--- src/rtl/prog_sequencer.sv ---
// Run controller: loads a program's start address into the PC, enables fetch until halt/END_PC,
// and counts RUN cycles. Optional watchdog enabled by defining SEQ_TIMEOUT_EN.
module prog_sequencer #(
  parameter int PC_W        = 10,
  parameter int CNT_W       = 16,
  parameter int START_ADDR0 = 0,
  parameter int START_ADDR1 = 261,
  parameter int START_ADDR2 = 512,
  parameter int START_ADDR3 = 681,
  parameter int END_PC      = 1023,
  parameter int TIMEOUT     = 40000
) (
  input  logic             CLK,
  input  logic             Reset,
  input  logic             start_req,
  input  logic [1:0]       prog_sel,
  input  logic             halt,
  input  logic [PC_W-1:0]  pc_value,
  output logic             pc_load,
  output logic [PC_W-1:0]  pc_load_addr,
  output logic             pc_en,
  output logic             busy,
  output logic             done,
  output logic [1:0]       done_prog,
  output logic [CNT_W-1:0] cycle_count,
  output logic             timeout
);

  // state | meaning
  // IDLE  | waiting for start_req
  // LOAD  | one-cycle PC load strobe for the selected program
  // RUN   | fetch enabled, counting cycles until halt / END_PC (/ watchdog)
  // DONE  | completion reported and held until the next start_req
  typedef enum logic [1:0] {IDLE, LOAD, RUN, DONE} state_t;

  if (TIMEOUT < 1 || TIMEOUT > 2**CNT_W) begin : g_bad_timeout
    $error("prog_sequencer: TIMEOUT must fit in cycle_count");
  end

  state_t           state;
  logic [1:0]       sel_q;
  logic             end_hit;
  logic             to_hit;
  logic [CNT_W-1:0] count_next;

  function automatic logic [PC_W-1:0] start_addr(input logic [1:0] s);
    case (s)
      2'd0:    start_addr = PC_W'(START_ADDR0);
      2'd1:    start_addr = PC_W'(START_ADDR1);
      2'd2:    start_addr = PC_W'(START_ADDR2);
      default: start_addr = PC_W'(START_ADDR3);
    endcase
  endfunction

  assign end_hit    = halt || (pc_value == PC_W'(END_PC));
  assign count_next = (cycle_count == '1) ? cycle_count : cycle_count + CNT_W'(1);

`ifdef SEQ_TIMEOUT_EN
  logic tmo_q;
  assign to_hit  = (cycle_count == CNT_W'(TIMEOUT - 1));
  assign timeout = tmo_q;
`else
  assign to_hit  = 1'b0;
  assign timeout = 1'b0;
`endif

  always_ff @(posedge CLK) begin
    if (Reset) begin
      state        <= IDLE;
      sel_q        <= 2'd0;
      pc_load      <= 1'b0;
      pc_load_addr <= '0;
      pc_en        <= 1'b0;
      busy         <= 1'b0;
      done         <= 1'b0;
      done_prog    <= 2'd0;
      cycle_count  <= '0;
`ifdef SEQ_TIMEOUT_EN
      tmo_q        <= 1'b0;
`endif
    end else begin
      pc_load <= 1'b0;
      case (state)
        IDLE, DONE: begin
          if (start_req) begin
            sel_q        <= prog_sel;
            pc_load      <= 1'b1;
            pc_load_addr <= start_addr(prog_sel);
            busy         <= 1'b1;
            done         <= 1'b0;
            state        <= LOAD;
          end
        end
        LOAD: begin
          cycle_count <= '0;
`ifdef SEQ_TIMEOUT_EN
          tmo_q       <= 1'b0;
`endif
          pc_en       <= 1'b1;
          state       <= RUN;
        end
        RUN: begin
          // The ending cycle is counted; a real end condition beats the watchdog.
          cycle_count <= count_next;
          if (end_hit || to_hit) begin
            pc_en     <= 1'b0;
            busy      <= 1'b0;
            done      <= 1'b1;
            done_prog <= sel_q;
`ifdef SEQ_TIMEOUT_EN
            tmo_q     <= ~end_hit;
`endif
            state     <= DONE;
          end
        end
        default: state <= IDLE;
      endcase
    end
  end

endmodule

--- config.mk ---
export PLATFORM = sky130hd
export DESIGN_NAME = prog_sequencer
export DESIGN_NICKNAME = d
export VERILOG_FILES = /design/src/rtl/prog_sequencer.sv
export SDC_FILE = /design/constraint.sdc
export NUM_CORES = 1
export LEC_CHECK = 0
export CORE_MARGIN = 4
export CORE_UTILIZATION = 50
export DETAILED_ROUTE_END_ITERATION = 10
export HOLD_SLACK_MARGIN = 0.15
export PLACE_DENSITY = 0.82
export SYNTH_ARGS = -nofsm -noshare
export SYNTH_HDL_FRONTEND = slang
export SYNTH_SLANG_ARGS = --single-unit
--- constraint.sdc ---
create_clock -name CLK -period 5.4 [get_ports CLK]
set_clock_uncertainty 0.15 [all_clocks]
set_input_delay 0.81 -clock CLK [delete_from_list [all_inputs] [get_ports CLK]]
set_output_delay 0.81 -clock CLK [all_outputs]
set_load 0.05 [all_outputs]
==> results of run 1 <==
cells in the final DEF (no fill, tap or decap), types with 2 or more instances in the layout:
cell type / count
o31ai_1: 2
a21o_1: 3
and4_1: 3
ha_1: 4
conb_1: 4
a32o_1: 2
clkbuf_4: 5
o31a_1: 2
clkdlybuf4s50_1: 44
nand2b_1: 2
o22a_1: 3
a31o_2: 4
and3_1: 4
nor2_1: 14
inv_1: 7
a31oi_1: 11
and2_1: 3
nor3_1: 6
nand4_1: 9
nand3_1: 4
nand2_1: 18
a21oi_1: 16
dfxtp_1: 30
a41oi_1: 3
a311oi_1: 3
o21ai_0: 5
nor4_1: 2
kinds of logic (layout without fill, tap and decap cells):
group / after synthesis / in the layout / share of synthesized area (%)
AOI/OAI and AO/OA: 61 / 61 / 26.50
other: 1 / 4 / 0.2336
adders and majority gates: 4 / 4 / 3.118
buffers and inverters: 25 / 59 / 9.509
and+or+nand+nor: 71 / 71 / 23.23
DFF: 30 / 30 / 37.41
synth_stat cells, types with 2 or more instances:
library cell  count
and4_1            3
o31ai_1           2
a32o_1            2
nand2b_1          2
buf_2             2
nor4_1            2
nand2_1          18
ha_1              4
nand4_1           9
and2_1            3
a311oi_1          3
nor3_1            6
o31a_1            2
nor2_1           14
buf_4             7
a21o_1            3
a31oi_1          11
o22a_1            3
clkbuf_1          5
buf_6             4
and3_1            4
dfxtp_1          30
a21oi_1          16
o21ai_0           5
nand3_1           4
a31o_2            4
inv_1             7
a41oi_1           3
worst reg2reg max path, stage by stage (launching register included):
cell and delay [ns]:
dfxtp_1 0.35, inv_1 0.07, ha_1 0.56, inv_1 0.21, nor2_1 0.67, a41oi_1 0.23
a31oi_1 0.19
final timing paths:
path / end / depth (start not counted)
max: cycle_count[1]$_SDFFE_PP0P_ / 5
min: pc_load_addr[7]$_SDFFE_PP0P_ / 2
max reg2reg: cycle_count[9]$_SDFFE_PP0P_ / 6
min reg2reg: pc_load_addr[7]$_SDFFE_PP0P_ / 2
registers in the layout, summed over array words and instances, names as in the netlist:
| register | cells |
|---|---|
| cycle_count | 16 |
| pc_load_addr | 4 |
| done_prog | 2 |
| sel_q | 2 |
| state | 2 |
| busy | 1 |
| done | 1 |
| pc_en | 1 |
| pc_load | 1 |
metal layers:
metal / up-vias / wire (um) / global-route usage, %
met2: 71 / 1881 / 31.44
met1: 751 / 1783 / 24.89
li1: 791 / - / -
met3: 8 / 299 / 6.586
met4: 0 / 85 / 12.14
met5: - / 0 / 0
per-stage QoR:
stage	utilization [%]	std cells	area [um^2]	power [mW]
global placement	65.04	265	1986	0.5998
detailed placement	65.04	265	1986	0.6061
finish	67.01	273	2046	0.7424
floorplan	-	195	1617	0.5194
CTS	67.01	273	2046	0.7461
global route	67.01	273	2046	0.7899
power by group through the flow:
stage	logic (mW)	registers (mW)	clock network (mW)
after floorplan	0.162	0.358	0
after global placement	0.316	0.284	0
after detailed placement	0.319	0.287	0
after CTS	0.320	0.282	0.144
after global routing	0.345	0.287	0.157
final	0.320	0.282	0.141
final cells by class:
cell class / instances / area share, %
Tap cell: 44 / 2.691
Inverter: 7 / 1.284
Sequential cell: 30 / 29.36
Clock inverter: 1 / 0.2446
Timing Repair Buffer: 44 / 21.53
Multi-Input combinational cell: 140 / 42.20
Clock buffer: 7 / 2.691
==> key figures, run 1 <==
Worst setup path
  • Setup crit start kind: primary input
  • CP startpoint: Reset
  • Worst setup EP type: flip-flop
  • Slowest stage delay, CP: roughly 0.9 ns
  • Critical path data required time: approximately 5.5 ns
  • Cell family with most CP delay: buffers and inverters
  • Crit-path cells: clkdlybuf4s50_1 > inv_1 > nand2_1 > o21ai_0 > a32o_1
  • Slowest cell on crit path: clkdlybuf4s50_1
  • Max FO, Critical Path: 19
  • Path type of the worst setup path: in -> reg
  • FF-to-FF setup slack: 2.92 ns
  • Arrival @ worst endpoint: approximately 2.7 ns
  • R2r startpoint: state[0]$_SDFFE_PP0P_
  • Worst Path Buf+Inv: 2

Route
  • Via count: 1621
  • Wire length per cell: about 15 um
  • Initial detailed-routing violation count: approximately 130
  • Vias/cell: roughly 6
  • Antenna viol nets, final: 0
  • First drt pass iteration count: 4
  • DR DRC count: 0
  • WL final: a little over 4 mm

Timing
  • Fin worst setup slack: approximately 2.7 ns
  • Worst Hold Slack: 0.3408 ns
  • Setup_tns: 0 ns
  • Headroom to the max-slew limit: between 40% and 50%
  • Fmax: around 0.38 GHz
  • Unrepaired setup endpoints after global routing: no
  • Worst-Margin Slew: about 0.8 ns
  • Period minus WS final: 2.664 ns
  • Slew Limit Fails: 0
  • Hold Violations, Final: 0
  • Final setup viols: 0
  • Final period util: between 40% and 50%

Status
  • Status: complete, no violations

Finish
  • Layout cells sized above 1: between 6 and 7%
  • Area of the multi-input gates: 863.3 um^2
  • Fin nets: 248
  • FILL cells: 271
  • Register area: between 600 and 700 um^2
  • # diodes: 0
  • Area grow syn2layout: 27.44%

Clocking
  • Total CTS buffers: 5
  • # Post-CTS Setup Buffers: 0
  • H-tree Lvls: 2
  • Maximum clock path buffer count: 2
  • CTS tree: yes
  • CTS clk-pin slew, worst paths: about 0.090 ns
  • Clk sinks: 30
  • # hold bufs at CTS: 0
  • Clk Latency, worst-skew pair: 0.33 ns
  • Post-CTS resize count: 0
  • Clock root buffer: clkbuf_4

Die
  • Die area: roughly 0.0042 mm^2
  • Die Wd: roughly 65 um
  • Rows: 20
  • Die Y: about 65 um
  • Starting Density: roughly 53%
  • Num ports: between 40 and 50
  • Core Footprint: approximately 0.0031 mm^2

GRT
  • Initial antenna violation count: 0
  • Gr ovfl total: 0
  • First-pass GRT wire length: 6.686 mm
  • Gr usage total: between 20% and 30%
  • Vias in the first global route: 1500
  • Largest net degree at the start of global routing: 20

Worst hold path
  • Hold_sp: pc_load_addr[7]$_SDFFE_PP0P_
  • Hold WC Path Type: reg -> reg

Synthesis
  • Post-synthesis sequential area ratio: a little under two fifths
  • Average size of a mapped cell: 8.361 um^2
  • Top post-synthesis cells by area: dfxtp_1 (37%), a21oi_1 (5.0%), a31oi_1 (4.3%)
  • Top cell type by total area after synthesis: dfxtp_1
  • Cell Area, Synth: ~0.0016 mm^2
  • Post-synth EDFFs: 0
  • Post-synth top area share: between 30% and 40%
  • Post-synth cell types: 42
  • Post-synthesis cell count: 192
  • Synth async-reset ratio: 0%
  • Register bit total from synthesis: 30
  • Ys flop type: dfxtp_1
  • Warning count from the yosys run: 0

Place
  • Placer Congestion: a little under 0.9
  • Pre-CTS setup slack: 2.437 ns
  • HPWL after detailed placement: 3.014 mm
  • IO Port Bufs: 44

Pwr
  • Net Sw Frac: between 40 and 50%
  • Flop pwr share: a little under two fifths
  • Combinational group share of total power: a little over two fifths
  • P_leak: between 0.7 and 0.8 nW
  • Peak supply drop: about 0.19 mV
  • PD cells: about 360 mW/mm^2
  • Pint: around 0.43 mW
  • Clk pwr share: 18.9%
  • Psw: between 0.3 and 0.4 mW

Flow run
  • Max-capacitance violation count: 0
No activity file was read; power rests on OpenSTA's default activity.
==> inputs of run 2 (changes only) <==
--- a/config.mk
+++ b/config.mk
@@ -6,10 +6,10 @@
 export NUM_CORES = 1
 export LEC_CHECK = 0
 export CORE_MARGIN = 4
-export CORE_UTILIZATION = 50
+export CORE_UTILIZATION = 42
 export DETAILED_ROUTE_END_ITERATION = 10
 export HOLD_SLACK_MARGIN = 0.15
-export PLACE_DENSITY = 0.82
+export PLACE_DENSITY = 0.73
 export SYNTH_ARGS = -nofsm -noshare
 export SYNTH_HDL_FRONTEND = slang
 export SYNTH_SLANG_ARGS = --single-unit
==> constraint.sdc (replaced) <==
create_clock -name CLK -period 2.2 [get_ports CLK]
set_clock_uncertainty 0.15 [all_clocks]
set_input_delay 0.33 -clock CLK [delete_from_list [all_inputs] [get_ports CLK]]
set_output_delay 0.33 -clock CLK [all_outputs]
set_load 0.05 [all_outputs]
==> run 2 against run 1 <==
Compared with the run above: non-clock buffer count up 6; critical path depth down 4; count of clock-buffer cells in the layout down 1; core utilization down 9.2 points; sequential share of layout area down 1.1 points; via count up 0.68%; combinational power rose to 2.6 times the previous value; largest cell class unchanged.
==> key figures, run 2 (same netlist as run 1, synthesis figures left out) <==
Status
  • Status: complete, no violations

Route
  • First drt pass iteration count: 4 (unchanged)
  • Via count: 1632 (+0.68%)
  • Initial detailed-routing violation count: 86 (-32%)
  • Antenna viol nets, final: 0 (unchanged)
  • Vias/cell: 5.767 (-2.9%)
  • WL final: 4.029 mm (-0.52%)
  • DR DRC count: 0 (unchanged)
  • Wire length per cell: 14.24 um (-4.0%)

GRT
  • Gr usage total: 17.54% (-2.9 points)
  • Vias in the first global route: 1513 (+0.87%)
  • Initial antenna violation count: 0 (unchanged)
  • First-pass GRT wire length: 7.065 mm (+5.7%)
  • Largest net degree at the start of global routing: 15 (-25%)
  • Gr ovfl total: 0 (unchanged)

Worst setup path
  • Slowest cell on crit path: clkdlybuf4s50_1
  • Stages on the worst setup path: 1 (-4)
  • Worst flop-to-flop path endpoint: cycle_count[8]$_SDFFE_PP0P_
  • R2r startpoint: cycle_count[1]$_SDFFE_PP0P_
  • Path type of the worst setup path: reg -> out
  • Cell family with most CP delay: buffers and inverters
  • Slowest stage delay, CP: 0.87 ns (-0.02 ns)
  • Critical path data required time: 1.72 ns (-3.76 ns)
  • R2R depth: 5 (-1)
  • FF-to-FF setup slack: 0.17 ns (-2.75 ns)
  • Worst setup EP type: primary output
  • Setup crit end: cycle_count[8]
  • Setup crit start kind: flip-flop
  • Worst Path Buf+Inv: 1 (-1)
  • CP startpoint: cycle_count[8]$_SDFFE_PP0P_
  • Crit-path cells: clkdlybuf4s50_1
  • Max FO, Critical Path: 9 (-10)
  • Arrival @ worst endpoint: 1.65 ns (-1.09 ns)

Finish
  • Most frequent cells in the layout: clkdlybuf4s50_1 (44), dfxtp_1 (29), nand2_1 (18)
  • # diodes: 0 (unchanged)
  • Top Registers: cycle_count x16, pc_load_addr x4
  • Largest reg by FF count: cycle_count
  • Final instance area: 0.002132 mm^2 (+4.2%)
  • Layout cells sized above 1: 9.362% (+3.2 points)
  • FILL cells: 360 (+33%)
  • Fin nets: 254 (+2.4%)
  • Area grow syn2layout: 32.81%
  • Most common cell after layout, fill and taps aside: clkdlybuf4s50_1
  • Max reg flops: 16 (unchanged)

Flow run
  • Max-capacitance violation count: 0 (unchanged)

Timing
  • Setup_tns: 0 ns (unchanged)
  • Fmax: ~0.47 GHz
  • Headroom to the max-slew limit: 65.43% (+19 points)
  • Period minus WS final: approximately 2.1 ns
  • Final setup viols: 0 (unchanged)
  • Slew Limit Fails: 0 (unchanged)
  • Unrepaired setup endpoints after global routing: no
  • Worst-Margin Slew: 0.5169 ns (-0.2845 ns)
  • Fin worst setup slack: 0.07475 ns (-2.661 ns)
  • Final period util: a little over nine tenths
  • Hold Violations, Final: 0 (unchanged)

Pwr
  • P_leak: 0.7662 nW (+5.8%)
  • PD cells: 936.4 mW/mm^2 (+160%)
  • Peak supply drop: 0.3461 mV (+82%)
  • Total power draw: 1.996 mW (+170%)

Die
  • Die area: 0.004876 mm^2 (+17%)
  • Starting Density: 43.52% (-9.1 points)
  • Core Footprint: 0.003689 mm^2 (+21%)
  • Num ports: 49 (unchanged)
  • Die Wd: 69.83 um (+8.0%)
  • Die Y: 69.83 um (+8.0%)
  • Rows: 22 (+10%)

Place
  • Dpl cell area: 0.002037 mm^2 (+2.6%)
  • Placer Congestion: 0.8375 (-5.2%)
  • IO Port Bufs: 44 (unchanged)
  • HPWL after detailed placement: 3.021 mm (+0.23%)
  • Pre-CTS setup slack: 0.1563 ns (-2.280 ns)

Clocking
  • Total CTS buffers: 5 (unchanged)
  • H-tree Lvls: 2 (unchanged)
  • Clock root buffer: clkbuf_8
  • CTS tree: yes
  • CTS clk-pin slew, worst paths: 0.07 ns (-0.02 ns)
  • Clk sinks: 30 (unchanged)
  • Maximum clock path buffer count: 2 (unchanged)
  • Clk Latency, worst-skew pair: 0.28 ns (-0.05 ns)

Worst hold path
  • Hold WC Path Type: reg -> reg
[run 2: changes by cell type in the layout (fill, tap and decap cells not counted)]
cell	previous run	this run
clkbuf_1	1	0
dfxtp_1	30	29
buf_4	0	6
dfxtp_2	0	1
clkinvlp_4	0	1
clkbuf_8	1	6
o21ai_0	5	4
clkbuf_4	5	0
o21ai_1	0	1
[run 2: what timing repair did]
| item | in CTS | in global routing |
|---|---|---|
| setup endpoints to repair | 0 | 2 |
| hold buffers | 0 | 0 |
| endpoints found under the hold margin | 0 | 0 |
| setup buffers | 0 | 0 |
| resized for setup | 0 | 1 |
[run 2: layout make-up]
class                   instances  area [um^2]  area share, %
multi-input cells             140        863.3          40.49
flip-flops and latches         30        601.8          28.23
repair buffers                 50        485.5          22.77
clock buffers                   6        82.58          3.873
well taps                      48        60.06          2.817
inverters                       7        26.28          1.232
clock inverters                 2        12.51         0.5869
[run 2: layer usage]
metal  vias to the layer above  track usage, %  wire length (um)
met5                         -               0                 0
met4                         0           7.447                53
met3                         8           4.638               226
met2                        53           25.60              1811
met1                       773           24.20              1936
li1                        798               -                 -
[run 2: worst min path at each step]
stage / from / to / slack [ns] / cells after the start
5_1_grt: sel_q[1]$_SDFFE_PP0P_ / sel_q[1]$_SDFFE_PP0P_ / 0.37 / 2
3_3_place_gp: pc_load_addr[7]$_SDFFE_PP0P_ / pc_load_addr[7]$_SDFFE_PP0P_ / 0.32 / 2
2_1_floorplan: sel_q[0]$_SDFFE_PP0P_ / sel_q[0]$_SDFFE_PP0P_ / 0.30 / 2
3_5_place_dp: sel_q[1]$_SDFFE_PP0P_ / sel_q[1]$_SDFFE_PP0P_ / 0.33 / 2
6_report: sel_q[1]$_SDFFE_PP0P_ / sel_q[1]$_SDFFE_PP0P_ / 0.35 / 2
4_1_cts: pc_load_addr[7]$_SDFFE_PP0P_ / pc_load_addr[7]$_SDFFE_PP0P_ / 0.35 / 2
[run 2: report_power, final]
part / internal [mW] / total [mW] / switching (mW)
sequential: 0.624 / 0.693 / 0.0693
clock: 0.251 / 0.470 / 0.218
combinational: 0.301 / 0.834 / 0.533
total: 1.18 / 2.00 / 0.820
[run 2: per-stage QoR]
stage,hold WS [ns],util (%),cells
4_1_cts,0.3455,57.80,283
3_3_place_gp,0.3193,55.22,275
6_report,0.3451,57.80,283
2_1_floorplan,0.3048,-,195
5_1_grt,0.3742,57.80,283
3_5_place_dp,0.3327,55.22,275
==> patch 1, RTL diff (flow settings as in run 2) <==
Add an input register stage for `start_req`, `prog_sel`, `halt` and `pc_value`, cleared by the reset; this delays them by one clock. Comments in the files are not updated.
--- a/src/rtl/prog_sequencer.sv
+++ b/src/rtl/prog_sequencer.sv
@@ -35,2 +35,21 @@
 
+  logic start_req_q;
+  logic [1:0] prog_sel_q;
+  logic halt_q;
+  logic [PC_W-1:0] pc_value_q;
+
+  always_ff @(posedge CLK) begin
+    if (Reset) begin
+      start_req_q <= '0;
+      prog_sel_q  <= '0;
+      halt_q      <= '0;
+      pc_value_q  <= '0;
+    end else begin
+      start_req_q <= start_req;
+      prog_sel_q  <= prog_sel;
+      halt_q      <= halt;
+      pc_value_q  <= pc_value;
+    end
+  end
+
   if (TIMEOUT < 1 || TIMEOUT > 2**CNT_W) begin : g_bad_timeout
@@ -54,3 +73,3 @@
 
-  assign end_hit    = halt || (pc_value == PC_W'(END_PC));
+  assign end_hit    = halt_q || (pc_value_q == PC_W'(END_PC));
   assign count_next = (cycle_count == '1) ? cycle_count : cycle_count + CNT_W'(1);
@@ -84,6 +103,6 @@
         IDLE, DONE: begin
-          if (start_req) begin
-            sel_q        <= prog_sel;
+          if (start_req_q) begin
+            sel_q        <= prog_sel_q;
             pc_load      <= 1'b1;
-            pc_load_addr <= start_addr(prog_sel);
+            pc_load_addr <= start_addr(prog_sel_q);
             busy         <= 1'b1;
Formal check against the unedited RTL: not equivalent (Yosys sat finds a counterexample within 4 cycles, from zero or initial values and one cycle with Reset high).
==> patch 1 against run 2 <==
Wire length is 3.1% higher. Sequential cell count up 14. Total power rose by 0.80%. Area after synthesis is 21% higher. Via count grew 7.0%. Synthesized cell count is 18% higher. Non-clock buffer count is 3 higher. Cell count grew 15%. Count of clock-buffer cells in the layout fell by 1. Setup slack gained 0.045 ns. Critical path depth stayed put. Final area up 18%. Maximum frequency is 2.2% higher. Critical endpoint is now cycle_count[12].
==> patch 1: results (changes against run 2) <==
Synth Area in Compound Gates -> 15.72% (-11 points)
Met2 Use GR -> 25.26% (-0.35 points)
GRT met1 Usage -> 16.90% (-7.3 points)
Worst R2R Start -> cycle_count[9]
DRT Wirelength -> 4152 um (+3.1%)
RePlAce Congestion -> 0.8598 (+2.7%)
Peak VDD IR -> 0.6014 mV (+74%)
Share of post-route cells with drive strength above 1 -> 9.124% (-0.24 points)
Initial antenna violation count -> 0 (unchanged)
Seq/Total Area, Yosys -> 45.36% (+7.9 points)
First-pass GRT wire length -> 7093 um (+0.40%)
Largest net degree at the start of global routing -> 20 (+5)
Pleak -> 0.9177 nW (+20%)
Synth area leaders -> dfxtp_1 (45%), a21oi_1 (5.9%), nor2_1 (5.0%), nor2b_1 (4.8%), buf_4 (3.1%)
Hold Crit Start -> done_prog[1]
CP peak stage delay -> 0.85 ns (-0.02 ns)
Slew HR -> 50.48% (-15 points)
Post-synthesis mux area share -> 1.095% (+1.1 points)
CP Max Fanout -> 8 (-1)
Detail Placement HPWL -> 3062 um (+1.3%)
Final Net Count -> 294 (+16%)
# H-tree levels -> 2 (unchanged)
DRT iter0 DRCs -> 131 (+52%)
Tot GR Track Use -> 14.58% (-3.0 points)
Met3 Use GR -> 4.492% (-0.15 points)
Fillers -> 431 (+20%)
CP startpoint -> cycle_count[12]
Max clock buf depth -> 2 (unchanged)
Yosys cell types -> 43 (+2.4%)
Top Registers -> cycle_count: 16 flops, pc_value_q: 10 flops, pc_load_addr: 4 flops
Adder-Cell Fraction of Synth Area -> 2.577% (-0.54 points)
Vias -> 1747 (+7.0%)
Status -> finished clean
Top cells by count, synth -> dfxtp_1 (44), nor2_1 (26), a21oi_1 (23)
Number of global-route vias before repair -> 1611 (+6.5%)
==> patch 1: cell types whose count changed in the layout (fill, tap and decap cells not counted), moves of 4 or more <==
cell,delta
dfxtp_1,+14
nand3_1,+4
nor2b_1,+15
a31oi_1,-7
a31o_2,-4
nor2_1,+12
a21oi_1,+7
==> patch 1: per-stage QoR <==
step | setup slack [ns] | total power [mW] | hold WS [ns] | instance area, um2 | std cells
final | 0.1202 | 2.012 | 0.3121 | 2522 | 326
after global routing | 0.05156 | 2.152 | 0.3461 | 2522 | 326
after CTS | 0.1071 | 2.037 | 0.3156 | 2517 | 326
after detailed placement | 0.2579 | 1.557 | 0.3039 | 2436 | 319
after global placement | 0.2862 | 1.550 | 0.2985 | 2436 | 319
after floorplan | 0.0008415 | 1.372 | 0.2939 | 1954 | 230
==> patch 1: cells by family after synthesis <==
kind of cell	after synthesis
AND/OR/NAND/NOR	103
AO/OA/AOI/OAI	49
flip-flops	44
buffers and inverters	24
adder cells (fa/ha/maj)	4
multiplexers	2
other	1
==> patch 1: tightest hold or removal path, cell delays in order, from the launching register on <==
cell and delay [ns]:
dfxtp_1 0.31, nand2_1 0.05, a21oi_1 0.05
==> patch 1: layout make-up <==
| type | count | area [um2] | share of cell area, % |
|---|---|---|---|
| multi-input cells | 162 | 955.9 | 37.90 |
| well taps | 52 | 65.06 | 2.579 |
| repair buffers | 53 | 508.0 | 20.14 |
| clock buffers | 5 | 68.82 | 2.728 |
| clock inverters | 2 | 12.51 | 0.4960 |
| inverters | 8 | 30.03 | 1.190 |
| flip-flops and latches | 44 | 882.1 | 34.97 |
==> patch 1: routing by layer <==
| layer | up-vias | part of all wire, % |
|---|---|---|
| met2 | 53 | 49 |
| li1 | 891 | - |
| met4 | 0 | 1.2 |
| met5 | - | 0 |
| met1 | 798 | 44 |
| met3 | 5 | 5.5 |
==> patch 1: timing repair <==
action | CTS | global route
hold buffers | 0 | 0
endpoints found under the setup margin | 0 | 1
hold endpoints to repair | 0 | 0
gates resized for setup | 0 | 1
==> patch 1: path summary, 6_finish.rpt <==
path                endpoint  slack [ns]  cells after the start
max          cycle_count[12]        0.12                      1
min             done_prog[1]        0.31                      2
max reg2reg  cycle_count[15]        0.24                      5
min reg2reg     done_prog[1]        0.31                      2
==> patch 1: power breakdown <==
group / switching (mW) / internal [mW] / total [mW]
logic: 0.407 / 0.227 / 0.635
clock network: 0.258 / 0.215 / 0.473
registers: 0.0440 / 0.861 / 0.905
==> patch 2, RTL diff (settings of run 2) <==
Made on the original files. `END_PC`: 1023 -> 512.
--- a/src/rtl/prog_sequencer.sv
+++ b/src/rtl/prog_sequencer.sv
@@ -9,3 +9,3 @@
   parameter int START_ADDR3 = 681,
-  parameter int END_PC      = 1023,
+  parameter int END_PC      = 512,
   parameter int TIMEOUT     = 40000
Check against the original RTL: not equivalent (a bounded check fails within 4 cycles, from zero or initial values and one cycle with Reset high).
==> patch 2 against run 2 <==
Maximum frequency grew 0.58%. Setup slack gained 0.012 ns. Total power grew 7.0%. Clock power grew 12%. Area after synthesis grew 3.7%. Sequential share of layout area shrank 1.6 points. Register-to-register slack gained 0.11 ns. Final area grew 5.6%. Sequential cell count is the same. Combinational power grew 11%. Wire length shrank 2.3%. Via count shrank 2.9%.
==> patch 2: results (changes against run 2) <==
Status -> finished clean
Clk. pwr -> 0.527 mW (+12%)
Post-synth ARST share -> 0% (unchanged)
Number of global-route vias before repair -> 1540 (+1.8%)
GRT busiest layer -> met2
Clock root cell -> clkbuf_8
Clock share of power -> 24.7% (+1.2 points)
Peak VDD IR -> 0.5077 mV (+47%)
Hold Crit Start -> sel_q[0]
CP max stage cell -> clkdlybuf4s50_1
Yosys cell types -> 50 (+19%)
Hold Crit Endpoint -> done_prog[0]
N_diodes -> 0 (unchanged)
Syn Area/Cell -> 8.534 um2 (+2.1%)
Path category of the worst min-delay check -> flop to flop
# H-tree levels -> 2 (unchanged)
Worst R2R Start -> cycle_count[0]
Pre-CTS setup slack -> 0.1788 ns (+0.02242 ns)
Share of post-route cells with drive strength above 1 -> 10.29% (+0.93 points)
Synth area leaders -> dfxtp_1 (36%), nor2_1 (5.4%), a31oi_1 (4.9%), a21oi_1 (4.2%), a21o_1 (3.2%)
Tot GR Track Use -> 16.84% (-0.70 points)
DRT Pass-1 Iters -> 4 (unchanged)
Flop pwr share -> 32.1% (-2.6 points)
GRT met1 Usage -> 20.35% (-3.9 points)
Max clock buf depth -> 2 (unchanged)
DRT Wirelength -> 3935 um (-2.3%)
Area after DPL -> 2142 um2 (+5.2%)
Yosys synthesis warning count -> 0 (unchanged)
DRT iter0 DRCs -> 84 (-2.3%)
WHS -> 0.3303 ns (-0.01488 ns)
Cell count after placement -> 283 (+2.9%)
Largest net degree at the start of global routing -> 19 (+4)
RePlAce Congestion -> 0.9206 (+9.9%)
Top cells by count, synth -> dfxtp_1 (30), nor2_1 (24), a21oi_1 (14)
Layout Cells excl Fill -> 291 (+2.8%)
Cell-internal power -> 1.280 mW (+8.9%)
PortBufs -> 44 (unchanged)
CP startpoint -> cycle_count[9]
Worst Reg-to-Reg Cells -> 5 (unchanged)
CP top delay family -> buffers and inverters
Top Registers -> cycle_count: 16 flops, pc_load_addr: 4 flops
Met3 Use GR -> 5.824% (+1.2 points)
CP Max Fanout -> 7 (-2)
Tightest Pin Transition -> 0.5158 ns (-0.001124 ns)
Final Net Count -> 262 (+3.1%)
Seq/Total Area, Yosys -> 36.09% (-1.3 points)
Worst R2R End -> cycle_count[11]
Met2 Use GR -> 27.60% (+2.0 points)
R2r setup slk -> 0.28 ns (+0.11 ns)
Cts bufs inserted -> 5 (unchanged)
Critical path data arrival time -> 1.63 ns (-0.02 ns)
Detail Placement HPWL -> 2939 um (-2.7%)
Vias -> 1585 (-2.9%)
Buffer count from post-CTS setup fixing -> 0 (unchanged)
First-pass GRT wire length -> 6782 um (-4.0%)
Fillers -> 353 (-1.9%)
Pleak -> 0.8293 nW (+8.2%)
Worst Hold Depth -> 2 (unchanged)
==> patch 2: changes by cell type after synthesis, moves of 3 or more <==
| cell | before | now |
|---|---|---|
| a31o_2 | 4 | 0 |
| nor2_1 | 14 | 24 |
| nand4_1 | 9 | 6 |
| nand2_1 | 18 | 10 |
| o21ai_0 | 5 | 2 |
| nand2b_1 | 2 | 6 |
| a21o_1 | 3 | 7 |
| and2_1 | 3 | 0 |
==> patch 2: cell type report <==
type                            instances  area (um2)  share of cell area (%)
Clock buffer                            8       110.1                   4.889
Inverter                                6       22.52                   1.000
Multi-Input combinational cell        145       943.4                   41.89
Sequential cell                        30       600.6                   26.67
Tap cell                               48       60.06                   2.667
Timing Repair Buffer                   54       515.5                   22.89
==> patch 2: metal layers <==
metal / share of wire (%) / up-vias
met5: 0 / -
met1: 47 / 724
met2: 45 / 47
met4: 1.4 / 0
met3: 6.6 / 5
li1: - / 809
==> patch 2: how the worst max path moves through the flow <==
stage | slack, ns | cells past startpoint | endpoint
2_1_floorplan | 0.05 | 6 | cycle_count[12]
3_3_place_gp | 0.18 | 5 | state[0]
3_5_place_dp | 0.18 | 5 | state[0]
4_1_cts | 0.07 | 1 | cycle_count[9]
5_1_grt | 0.008 | 1 | cycle_count[9]
6_report | 0.09 | 1 | cycle_count[9]
==> patch 2: kinds of logic after synthesis <==
group                      count (synthesis)  share of synthesized area (%)
and+or+nand+nor                           77                          27.30
AOI/OAI and AO/OA                         57                          23.61
buffers and inverters                     23                          7.894
DFF                                       30                          36.09
other                                      1                         0.2253
muxes                                      3                          1.880
adders and majority gates                  4                          3.008
